$ cat src/rtl/hdd_server_pkg.sv
// Shared definitions for the HDD sector server: FSM states, sector geometry and timeout default.
package hdd_server_pkg;

    localparam int SECTOR_BYTES    = 512;
    localparam int IDX_W           = 9;
    localparam int DEFAULT_TIMEOUT = 4095;

    localparam logic [IDX_W-1:0] LAST_IDX = IDX_W'(SECTOR_BYTES - 1);

    typedef enum logic [2:0] {
        ST_IDLE,
        ST_RD_REQ,
        ST_RD_WB,
        ST_WR_FETCH,
        ST_WR_REQ,
        ST_FINISH
    } state_t;

endpackage

$ cat src/rtl/hdd_sector_server_edge.sv
// Rising-edge detector for the controller's read/write request levels.
module hdd_sector_server_edge (
    input  logic       clk_sys,
    input  logic       reset,
    input  logic [1:0] level,
    output logic [1:0] rise
);

    logic [1:0] level_q;

    always_ff @(posedge clk_sys or posedge reset) begin
        if (reset) level_q <= '0;
        else       level_q <= level;
    end

    assign rise = level & ~level_q;

endmodule

$ cat src/rtl/hdd_sector_server.sv
// Moves one 512-byte sector between the controller's sector RAM and the disk-image store.
// Optional img_ack watchdog enabled by defining HDD_SERVER_TIMEOUT_EN.
module hdd_sector_server
    import hdd_server_pkg::*;
#(
    parameter int IMG_AW  = 25,
    parameter int TIMEOUT = DEFAULT_TIMEOUT
) (
    input  logic              clk_sys,
    input  logic              reset,
    input  logic [15:0]       sector,
    input  logic              hdd_read,
    input  logic              hdd_write,
    input  logic              hdd_mounted,
    input  logic              hdd_protect,
    output logic [8:0]        ram_addr,
    output logic [7:0]        ram_di,
    input  logic [7:0]        ram_do,
    output logic              ram_we,
    output logic [IMG_AW-1:0] img_addr,
    output logic              img_rd,
    output logic              img_wr,
    output logic [7:0]        img_dout,
    input  logic [7:0]        img_din,
    input  logic              img_ack,
    output logic              busy,
    output logic              done,
    output logic              error,
    output state_t            dbg_state
);

    // Handshake: img_rd/img_wr are raised by this block and held until the
    // store returns a single-cycle img_ack; the request drops on the next edge.
    state_t           state;
    logic [15:0]      lba;
    logic [IDX_W-1:0] idx;
    logic             fetch_wait;
    logic [1:0]       req_rise;
    logic             rd_rise;
    logic             wr_rise;

`ifdef HDD_SERVER_TIMEOUT_EN
    localparam logic [11:0] TMO_LAST = 12'(TIMEOUT - 1);
    logic [11:0] tmo_cnt;
`endif

    hdd_sector_server_edge u_edge (
        .clk_sys (clk_sys),
        .reset   (reset),
        .level   ({hdd_write, hdd_read}),
        .rise    (req_rise)
    );

    assign rd_rise   = req_rise[0];
    assign wr_rise   = req_rise[1];
    assign dbg_state = state;

    function automatic logic [IMG_AW-1:0] img_addr_of(input logic [15:0] s, input logic [IDX_W-1:0] i);
        logic [24:0] full;
        full = {s, i};
        return IMG_AW'(full);
    endfunction

    always_ff @(posedge clk_sys or posedge reset) begin
        if (reset) begin
            state      <= ST_IDLE;
            lba        <= '0;
            idx        <= '0;
            fetch_wait <= 1'b0;
            ram_addr   <= '0;
            ram_di     <= '0;
            ram_we     <= 1'b0;
            img_addr   <= '0;
            img_rd     <= 1'b0;
            img_wr     <= 1'b0;
            img_dout   <= '0;
            busy       <= 1'b0;
            done       <= 1'b0;
            error      <= 1'b0;
`ifdef HDD_SERVER_TIMEOUT_EN
            tmo_cnt    <= '0;
`endif
        end else begin
            done   <= 1'b0;
            ram_we <= 1'b0;
            case (state)
                ST_IDLE: begin
                    if (rd_rise || wr_rise) begin
                        lba   <= sector;
                        idx   <= '0;
                        error <= 1'b0;
                        busy  <= 1'b1;
                        // Read wins a tie, so protect only matters for a lone write edge.
                        if (!hdd_mounted || (!rd_rise && hdd_protect)) begin
                            error <= 1'b1;
                            done  <= 1'b1;
                            state <= ST_FINISH;
                        end else if (rd_rise) begin
                            img_rd   <= 1'b1;
                            img_addr <= img_addr_of(sector, '0);
                            state    <= ST_RD_REQ;
                        end else begin
                            ram_addr   <= '0;
                            fetch_wait <= 1'b0;
                            state      <= ST_WR_FETCH;
                        end
                    end
                end
                ST_RD_REQ: begin
                    if (img_ack) begin
                        ram_di   <= img_din;
                        img_rd   <= 1'b0;
                        ram_addr <= idx;
                        ram_we   <= 1'b1;
                        state    <= ST_RD_WB;
`ifdef HDD_SERVER_TIMEOUT_EN
                        tmo_cnt  <= '0;
                    end else if (tmo_cnt == TMO_LAST) begin
                        img_rd  <= 1'b0;
                        error   <= 1'b1;
                        done    <= 1'b1;
                        tmo_cnt <= '0;
                        state   <= ST_FINISH;
                    end else begin
                        tmo_cnt <= tmo_cnt + 12'd1;
`endif
                    end
                end
                ST_RD_WB: begin
                    if (idx == LAST_IDX) begin
                        done  <= 1'b1;
                        state <= ST_FINISH;
                    end else begin
                        idx      <= idx + 1'b1;
                        img_rd   <= 1'b1;
                        img_addr <= img_addr_of(lba, idx + 1'b1);
                        state    <= ST_RD_REQ;
                    end
                end
                ST_WR_FETCH: begin
                    // First cycle presents ram_addr; ram_do is valid on the second.
                    if (!fetch_wait) begin
                        fetch_wait <= 1'b1;
                    end else begin
                        fetch_wait <= 1'b0;
                        img_dout   <= ram_do;
                        img_wr     <= 1'b1;
                        img_addr   <= img_addr_of(lba, idx);
                        state      <= ST_WR_REQ;
                    end
                end
                ST_WR_REQ: begin
                    if (img_ack) begin
                        img_wr <= 1'b0;
`ifdef HDD_SERVER_TIMEOUT_EN
                        tmo_cnt <= '0;
`endif
                        if (idx == LAST_IDX) begin
                            done  <= 1'b1;
                            state <= ST_FINISH;
                        end else begin
                            idx      <= idx + 1'b1;
                            ram_addr <= idx + 1'b1;
                            state    <= ST_WR_FETCH;
                        end
`ifdef HDD_SERVER_TIMEOUT_EN
                    end else if (tmo_cnt == TMO_LAST) begin
                        img_wr  <= 1'b0;
                        error   <= 1'b1;
                        done    <= 1'b1;
                        tmo_cnt <= '0;
                        state   <= ST_FINISH;
                    end else begin
                        tmo_cnt <= tmo_cnt + 12'd1;
`endif
                    end
                end
                ST_FINISH: begin
                    busy  <= 1'b0;
                    state <= ST_IDLE;
                end
                default: state <= ST_IDLE;
            endcase
        end
    end

endmodule

$ cat config.mk
export PLATFORM = sky130hd
export DESIGN_NAME = hdd_sector_server
export DESIGN_NICKNAME = d
export VERILOG_FILES = /design/src/rtl/hdd_server_pkg.sv /design/src/rtl/hdd_sector_server_edge.sv /design/src/rtl/hdd_sector_server.sv
export SDC_FILE = /design/constraint.sdc
export NUM_CORES = 1
export LEC_CHECK = 0
export CAP_MARGIN = 20
export CELL_PAD_IN_SITES_DETAIL_PLACEMENT = 1
export CELL_PAD_IN_SITES_GLOBAL_PLACEMENT = 1
export CORE_UTILIZATION = 43
export CTS_BUF_LIST = sky130_fd_sc_hd__clkbuf_4
export CTS_CLUSTER_DIAMETER = 40
export CTS_CLUSTER_SIZE = 28
export DETAILED_ROUTE_END_ITERATION = 8
export PLACE_DENSITY_LB_ADDON = 0.1
export SLEW_MARGIN = 15
export SYNTH_ARGS = -nofsm -noshare
export SYNTH_HDL_FRONTEND = slang
export SYNTH_SLANG_ARGS = --single-unit
$ cat constraint.sdc
create_clock -name clk_sys -period 7.3 [get_ports clk_sys]
set_clock_uncertainty 0.05 [all_clocks]
set_input_delay 1.46 -clock clk_sys [delete_from_list [all_inputs] [get_ports clk_sys]]
set_output_delay 1.46 -clock clk_sys [all_outputs]
set_load 0.005 [all_outputs]
== Yosys cells after proc, flatten, opt, wreduce, memory -nomap -nowiden ==
Cells that the tools add are included.
Word-level totals
  logic and storage cells: 105
  bits in registers: 87
  output and inout bits: 59
  input port bits: 39
Cells by class
  add/subtract/negate cells: 1
  bitwise gates (word level): 2
  equality and inequality tests: 15
  muxes and demuxes: 48
  reduce and logical (&&, ||, !) cells: 24
Operators by type and width (number)
  $mux 25: 5
  $mux 9: 9
  $pmux 25 s3: 1
  $pmux 9 s3: 2
  $mux 3: 7
  $ne 2x2->1 const B: 9
  $mux 1: 17
  $pmux 3 s5: 1
  $reduce_and 6->1: 2
  $reduce_bool 3->1: 4
  $add 9x1->9 const B: 1
  $eq 9x9->1 const B: 1
  $reduce_and 2->1: 4
  $reduce_and 4->1: 2
  $reduce_and 7->1: 1
  $eq 3x2->1 const B: 2
  $eq 3x3->1 const B: 2
  $pmux 1 s2: 3
  $pmux 1 s3: 2
  $reduce_and 3->1: 2
  $reduce_bool 2->1: 3
  $eq 3x1->1 const B: 1
  $logic_not 3->1: 1
  $and 2x2->2: 1
  5 further kinds: 7

== Depth between registers and ports, before layout ==
Gate-level depths: netlist of run 1.
  depth in word-level cells: 8
  gate-level depth with buffers: 12
  depth with buffers taken out: 9

== Modules after synthesis ==
Synthesis of run 1 repeated with hierarchy kept, for this count alone.
Unflattened totals
  cell total of the unflattened synthesis: 361
  area total of the unflattened synthesis: 4156.5 sq um
By module, submodules not included
  hdd_sector_server: area an instance 4075.2 sq um, times used 1, cells an instance 356, sequential area each 2127.0 sq um
  hdd_sector_server_edge: area an instance 81.3 sq um, times used 1, cells an instance 5, sequential area each 50.0 sq um

== Worst setup path after synthesis of run 1 ==
OpenSTA, ideal clock, no wires.
  path type: input to register
  from: input port hdd_write
  to: register idx[5]
  library setup time: 0.121 ns
  path slack: 4.599 ns
  cell stages on the path: 4
  arrival time: 2.530 ns
  buffers on the path: 0
  data required time: 7.129 ns
  cell sequence: nor2b_1 > o21ai_1 > a221o_1 > a22o_1
On the way
  longest elaborated chain between the ends: 4
RTL lines
  start: declaration: line hdd_sector_server.sv:13  | input logic hdd_write,
  $and 2x2->2: line hdd_sector_server_edge.sv:16  | assign rise = level & ~level_q;
  $logic_or 1x1->1: line hdd_sector_server.sv:88  | if (rd_rise || wr_rise) begin
  $ne 2x2->1 (no source line)
  $reduce_and 3->1 (no source line)
  end signal: assignment: line hdd_sector_server.sv:134  | idx <= idx + 1'b1;
  end signal: assignment: line hdd_sector_server.sv:162  | idx <= idx + 1'b1;
  end: declaration: line hdd_sector_server.sv:36  | logic [IDX_W-1:0] idx;
No other way between the ends.
A chain may end at the register's enable or synchronous reset.

== Worst setup path after layout of run 1 ==
  from: register state[2], in the netlist dbg_state[2]
  to: output port dbg_state[2]
RTL lines
  start: declaration: line hdd_sector_server.sv:34  | state_t state;
  start signal: assignment: line hdd_sector_server.sv:66  | state <= ST_IDLE;
  start signal: assignment: line hdd_sector_server.sv:97  | state <= ST_FINISH;
  start signal: assignment: line hdd_sector_server.sv:101  | state <= ST_RD_REQ;
  end: declaration: line hdd_sector_server.sv:29  | output state_t dbg_state
No word-level cell between the ends.

==> results.py, run 1 <==
metrics = {
    "setup_path": {
        "cp_cell_sequence": "clkdlybuf4s50_1",
        "startpoint": "dbg_state[2]",
        "path_class": "flop to output pin",
        "crit_fanout": 18,
        "r2r_start": "idx[0]",
        "cp.required_ns": 5.79,
        "cpPeakStageDelay_ns": 0.81,
        "crit_arrival_ns": 1.86,
        "cp.buffers_inverters": 1,
        "setup.worst_path.end_class": "output pin",
        "r2r_end": "img_addr[2]",
        "reg2reg_slack_ns": 4.03,
        "slowest_stage": "dfrtp_1",
        "cp_top_family": "flip-flops",
        "critPathLaunchType": "flop",
        "reg2reg_depth": 9,
    },
    "global_routing": {
        "grt_pass1_wl_um": 17600,
        "overflow": 0,
        "grt.total_usage_pct": 22.4,
        "antenna_found_initial": 0,
        "grt_max_degree": 88,
        "grt_pass1_vias": 3468,
    },
    "detailed_routing": {
        "post_drt_via_cell_ratio": 5.52,
        "ant_nets": 0,
        "drcViolationCount": 0,
        "vias": 3382,
        "firstDrtPassIters": 4,
        "drt-total-wl_um": 10800,
        "wl_per_cell_um": 17.6,
        "drt_iter0_drc": 129,
    },
    "floorplanning": {
        "die_h_um": 101,
        "fp-row-count": 35,
        "chipWidth_um": 101,
        "initial_utilization_pct": 45.1,
        "coreArea_sq_um": 9370,
        "die-area_sq_um": 10200,
        "io_pins": 98,
    },
    "layout": {
        "drive_gt1_share_pct": 15.5,
        "finalNetCount": 520,
        "finalNonFillerCells": 613,
        "area_growth_pct": 27.3,
        "diodes": 0,
    },
    "power_and_ir_drop": {
        "vdd_drop_max_mv": 0.164,
        "p_clk_share_pct": 14.1,
        "combPwrFrac_pct": 46.9,
        "p_leak_uw": 0.00221,
        "p_int_uw": 1280,
        "power_per_cell_area_nw_per_um2": 379,
        "p_sw_share_pct": 37.1,
        "seqPwrFrac_pct": 39.0,
        "p_switching_uw": 756,
    },
    "yosys": {
        "synth-main-ff-cell": "dfrtp_1",
        "syn_area_per_cell_sq_um": 10.8,
        "synth_area_leaders": "dfrtp_1 51%, mux2_2 12%, nand2_1 4.5%",
        "ys_seq_elements": 87,
        "ys_async_sr_fraction_pct": 100,
        "post-synth-top-area-cell": "dfrtp_1",
        "syn-instance-count": 393,
        "ys_types": 57,
        "ys_seq_area_share_pct": 51.5,
        "synth.top_cell.area_share_pct": 51.5,
        "yosys_warnings": 0,
        "synth_edf_count": 0,
        "syn_nets": 434,
        "syn-cell-area_sq_um": 4230,
    },
    "timing": {
        "max_freq_ghz": 0.296,
        "maxSlewViolCount": 0,
        "tightest_slew_ns": 1.01,
        "fin_crit_sh_pct": 46.2,
        "relSlewSlack_pct": 33.0,
        "worst_slack_ns": 3.93,
        "fin_tns_setup_ns": 0,
        "finalHoldViolations": 0,
        "finalSetupViolCount": 0,
        "rsz0062_at_grt": "false",
        "period_needed_ns": 3.37,
    },
    "placement": {
        "hpwl_um": 7420,
        "place_congestion": 0.831,
        "dp.cells": 597,
        "port_buffers": 97,
        "dp_slack_ns": 3.64,
    },
    "run_status": {
        "outcome": "complete, no violations",
    },
    "clock_tree": {
        "clock-sinks": 87,
        "cts_tree": "yes",
        "numCtsBuffers": 9,
        "cts_hold_buf": 0,
        "clkTransAtPathRegs_ns": 0.14,
        "clkLatencyLatePin_ns": 0.43,
        "h-tree-depth": 3,
        "cts_buffer_depth": 2,
        "post-cts-setup-buffer-count": 0,
        "cts-root-buf": "clkbuf_4",
        "cts_resized": 0,
    },
    "hold_path": {
        "holdPathEnd": "img_wr",
        "hold_path_class": "flop to flop",
        "hold_start": "img_wr",
        "hold_depth": 2,
    },
    "flow_run": {
        "drv_cap": 0,
    },
}
area by class of cell:
type	count	area (sq um)
Multi-Input combinational cell	269	1850
Fill cell	1046	3990
Clock buffer	9	67.6
Sequential cell	87	2180
Tap cell	129	161
Inverter	11	42.5
Timing Repair Buffer	101	1000
Clock inverter	7	77.6
worst max-delay path by stage:
stage                     slack [ns]            to  cells past startpoint
after global placement          3.70   img_addr[0]                      5
final                           3.93  dbg_state[2]                      1
after CTS                       3.93  dbg_state[2]                      1
after floorplan                 3.54          busy                      1
after global routing            3.81   img_addr[2]                      9
after detailed placement        3.64   img_addr[2]                      5
per-stage QoR:
stage	util (%)	instance area, sq um	hold WS, ns	power (uW)
4_1_cts	57.4	5380	0.461	2060
3_5_place_dp	55.8	5230	0.422	1770
2_1_floorplan	-	4230	0.417	1370
6_report	57.4	5380	0.455	2040
5_1_grt	57.4	5380	0.492	2190
3_3_place_gp	55.8	5230	0.419	1730
sequential cells by signal, summed over array words and instances, names as in the netlist:
register,flops
img_addr,25
lba,16
idx,9
ram_addr,9
img_dout,8
ram_di,8
dbg_state,3
u_edge.level_q,2
busy,1
done,1
error,1
fetch_wait,1
img_rd,1
img_wr,1
ram_we,1
Yosys cell counts (all sizes together), types with 2 or more instances:
master,count
nor3,23
o22ai,4
or3,3
mux2i,6
a22o,6
nor2b,5
a21o,4
a211oi,3
ha,2
dfrtp,87
nand2,52
o21ai,19
a221o,3
inv,11
a21oi,18
a221oi,3
or3b,2
buf,17
clkbuf,9
xnor2,4
nor3b,3
nand2b,5
nor4,3
nor2,11
and3,3
nand3,7
a31oi,19
nand3b,2
mux2,44
power by group through the flow:
stage          Combinational [uW]  Sequential (uW)  Clock [uW]
4_1_cts                       971              795         296
6_report                      957              794         287
3_3_place_gp                  935              792           0
3_5_place_dp                  967              806           0
2_1_floorplan                 592              778           0
5_1_grt                      1050              820         314
per-layer routing:
layer	up-vias	track usage, %	routed length (um)
met5	-	0	0
met4	0	7.25	147
met3	12	4.14	574
met2	89	35.2	5030
met1	1694	31.5	5020
li1	1587	-	-
logic make-up after synthesis:
group	count (synthesis)	synth area share, %
DFF	87	51.5
AOI/OAI and AO/OA	86	14.1
adders and majority gates	2	0.592
buffers and inverters	37	4.76
muxes	50	13.1
and+or+nand+nor	126	14.8
xor gates and xnor gates	5	1.04
layout by cell type, fill, tap and decap left out, types with 2 or more instances in the layout:
| cell type | n |
|---|---|
| a221oi_1 | 3 |
| o21ai_0 | 14 |
| ha_1 | 2 |
| a21o_1 | 4 |
| a22o_1 | 6 |
| nand2b_1 | 5 |
| inv_1 | 10 |
| buf_4 | 3 |
| mux2_2 | 44 |
| nand3b_1 | 2 |
| nor3_1 | 23 |
| a221o_1 | 3 |
| nor2_1 | 10 |
| clkdlybuf4s50_1 | 97 |
| or3_1 | 3 |
| a211oi_4 | 2 |
| and3_1 | 3 |
| o22ai_1 | 4 |
| nand3_1 | 7 |
| dfrtp_1 | 87 |
| inv_6 | 3 |
| nor3b_1 | 2 |
| nor4_1 | 3 |
| mux2i_1 | 6 |
| nand2_1 | 51 |
| a21oi_1 | 18 |
| clkbuf_4 | 9 |
| clkinv_2 | 2 |
| xnor2_1 | 4 |
| a31oi_1 | 19 |
| nor2b_1 | 4 |
| o21ai_1 | 3 |
Power figures use the tool's default switching activity.
==> run 2, diff against run 1 <==
--- a/config.mk
+++ b/config.mk
@@ -8,7 +8,7 @@
 export CAP_MARGIN = 20
 export CELL_PAD_IN_SITES_DETAIL_PLACEMENT = 1
 export CELL_PAD_IN_SITES_GLOBAL_PLACEMENT = 1
-export CORE_UTILIZATION = 43
+export CORE_UTILIZATION = 40
 export CTS_BUF_LIST = sky130_fd_sc_hd__clkbuf_4
 export CTS_CLUSTER_DIAMETER = 40
 export CTS_CLUSTER_SIZE = 28
==> constraint.sdc (replaced) <==
create_clock -name clk_sys -period 3.48 [get_ports clk_sys]
set_clock_uncertainty 0.05 [all_clocks]
set_input_delay 0.696 -clock clk_sys [delete_from_list [all_inputs] [get_ports clk_sys]]
set_output_delay 0.696 -clock clk_sys [all_outputs]
set_load 0.005 [all_outputs]
==> results.py, run 2 (synthesis gave the netlist of run 1 again) <==
metrics = {
    "layout": {
        "area_growth_pct": 28.8,
        "final_common_cell": "clkdlybuf4s50_1",
        "largest_register_ffs": 25,
        "finalNetCount": 526,
        "diodes": 0,
        "design_area_sq_um": 5450,
        "largestRegisters": "img_addr (25), lba (16)",
        "largest-register": "img_addr",
        "mostFrequentLayoutCells": "97 x clkdlybuf4s50_1, 87 x dfrtp_1, 51 x nand2_1, 44 x mux2_2, 23 x nor3_1",
        "drive_gt1_share_pct": 16.0,
    },
    "detailed_routing": {
        "drt_iter0_drc": 94,
        "wl_per_cell_um": 17.7,
        "drcViolationCount": 0,
        "vias": 3397,
        "ant_nets": 0,
        "firstDrtPassIters": 4,
        "drt-total-wl_um": 11000,
        "post_drt_via_cell_ratio": 5.44,
    },
    "setup_path": {
        "path_class": "flop to flop",
        "cpPeakStageDelay_ns": 0.47,
        "critPathLaunchType": "flop",
        "cp.required_ns": 3.76,
        "reg2reg_slack_ns": 0.51,
        "crit_fanout": 7,
        "slowest_stage": "dfrtp_1",
        "crit_arrival_ns": 3.26,
        "critical_path.most_common_cell": "ha_1",
        "cp_cell_sequence": "ha_1 -> nand2_1 -> nor2_1 -> and3_1 -> ha_1 -> and3b_1 -> a311o_1 -> nand2_2 -> mux2_2",
        "r2r_end": "ram_addr[0]",
        "r2r_start": "idx[0]",
        "reg2reg_depth": 9,
        "setup.worst_path.end_class": "flop",
    },
    "clock_tree": {
        "cts_buffer_depth": 2,
        "h-tree-depth": 3,
        "cts_tree": "yes",
        "post-cts-setup-buffer-count": 0,
        "clkLatencyLatePin_ns": 0.44,
        "clkTransAtPathRegs_ns": 0.13,
        "cts_hold_buf": 0,
        "clock-sinks": 87,
        "cts_resized": 0,
        "cts-root-buf": "clkbuf_4",
        "numCtsBuffers": 9,
    },
    "floorplanning": {
        "die-area_sq_um": 11000,
        "die_h_um": 105,
        "coreArea_sq_um": 10300,
        "initial_utilization_pct": 41.1,
        "io_pins": 98,
        "fp-row-count": 37,
        "chipWidth_um": 105,
    },
    "hold_path": {
        "hold_path_class": "flop to flop",
        "holdPathEnd": "error",
        "hold_depth": 2,
        "hold_start": "error",
    },
    "placement": {
        "hpwl_um": 7750,
        "place_congestion": 0.827,
        "dpl_cell_area_sq_um": 5300,
        "dp_slack_ns": 0.509,
        "port_buffers": 97,
    },
    "timing": {
        "fin_tns_setup_ns": 0,
        "relSlewSlack_pct": 34.7,
        "rsz0062_at_grt": "false",
        "maxSlewViolCount": 0,
        "finalHoldViolations": 0,
        "whs_ns": 0.455,
        "fin_crit_sh_pct": 85.5,
        "max_freq_ghz": 0.336,
        "worst_slack_ns": 0.505,
        "tightest_slew_ns": 0.979,
        "period_needed_ns": 2.97,
        "finalSetupViolCount": 0,
    },
    "global_routing": {
        "antenna_found_initial": 0,
        "grt_pass1_wl_um": 18800,
        "grt_pass1_vias": 3632,
        "overflow": 0,
        "grt.total_usage_pct": 21.7,
        "grt_max_degree": 58,
    },
    "power_and_ir_drop": {
        "vdd_drop_max_mv": 0.366,
        "power_per_cell_area_nw_per_um2": 799,
        "p_leak_uw": 0.00225,
    },
    "run_status": {
        "outcome": "complete, no violations",
    },
    "flow_run": {
        "drv_cap": 0,
    },
}
-- run 2: cell count changes in the layout (fill, tap and decap cells not counted), sizes merged --
cell,previous run,this run
buf,4,10
inv,13,10
bufinv,1,2
clkbuf,9,10
clkinv,3,4
clkinvlp,1,0
-- run 2: where the power goes --
group	total (uW)	leakage (uW)	internal, uW	switching [uW]
clock	638	0.0000837	291	347
sequential	1690	0.00107	1400	298
combinational	2020	0.00110	1100	924
total	4350	0.00225	2780	1570
-- run 2: layer usage --
layer  track usage, %  up-vias  part of all wire, %
met1             28.9     1680                   45
met4             9.05        0                  2.4
met3             2.81       20                  3.8
li1                 -     1597                    -
met5                0        -                    0
met2             35.9      100                   49
-- run 2: area by class of cell --
type | count | area (sq um)
multi-input combinational | 269 | 1850
inverter | 11 | 42.5
clock buffer | 10 | 75.1
sequential | 87 | 2180
clock inverter | 5 | 73.8
tap | 136 | 170
timing repair buffer | 107 | 1060
fill | 1141 | 4830
-- run 2: worst max-delay path by stage --
| stage | endpoint | cells after the start | start | slack (ns) |
|---|---|---|---|---|
| after floorplan | busy | 1 | reset | 0.48 |
| after global placement | ram_addr[0] | 9 | idx[0] | 0.67 |
| after CTS | ram_addr[8] | 9 | idx[0] | 0.47 |
| after detailed placement | ram_addr[8] | 9 | idx[0] | 0.51 |
| after global routing | ram_addr[8] | 9 | idx[0] | 0.28 |
| final | ram_addr[0] | 9 | idx[0] | 0.51 |
-- run 2: worst max-delay path: cells and delay by family (launching register included) --
kind,cells,cell delay [ns]
and+or+nand+nor,5,0.93
adders and majority gates,2,0.66
DFF,1,0.47
AOI/OAI and AO/OA,1,0.40
muxes,1,0.36
-- run 2: stage by stage --
stage | utilization (%) | total power (uW) | instances
6_report | 53.0 | 4350 | 625
3_5_place_dp | 51.5 | 3760 | 610
3_3_place_gp | 51.5 | 3690 | 610
4_1_cts | 53.0 | 4400 | 625
2_1_floorplan | - | 2870 | 393
5_1_grt | 53.0 | 4660 | 625
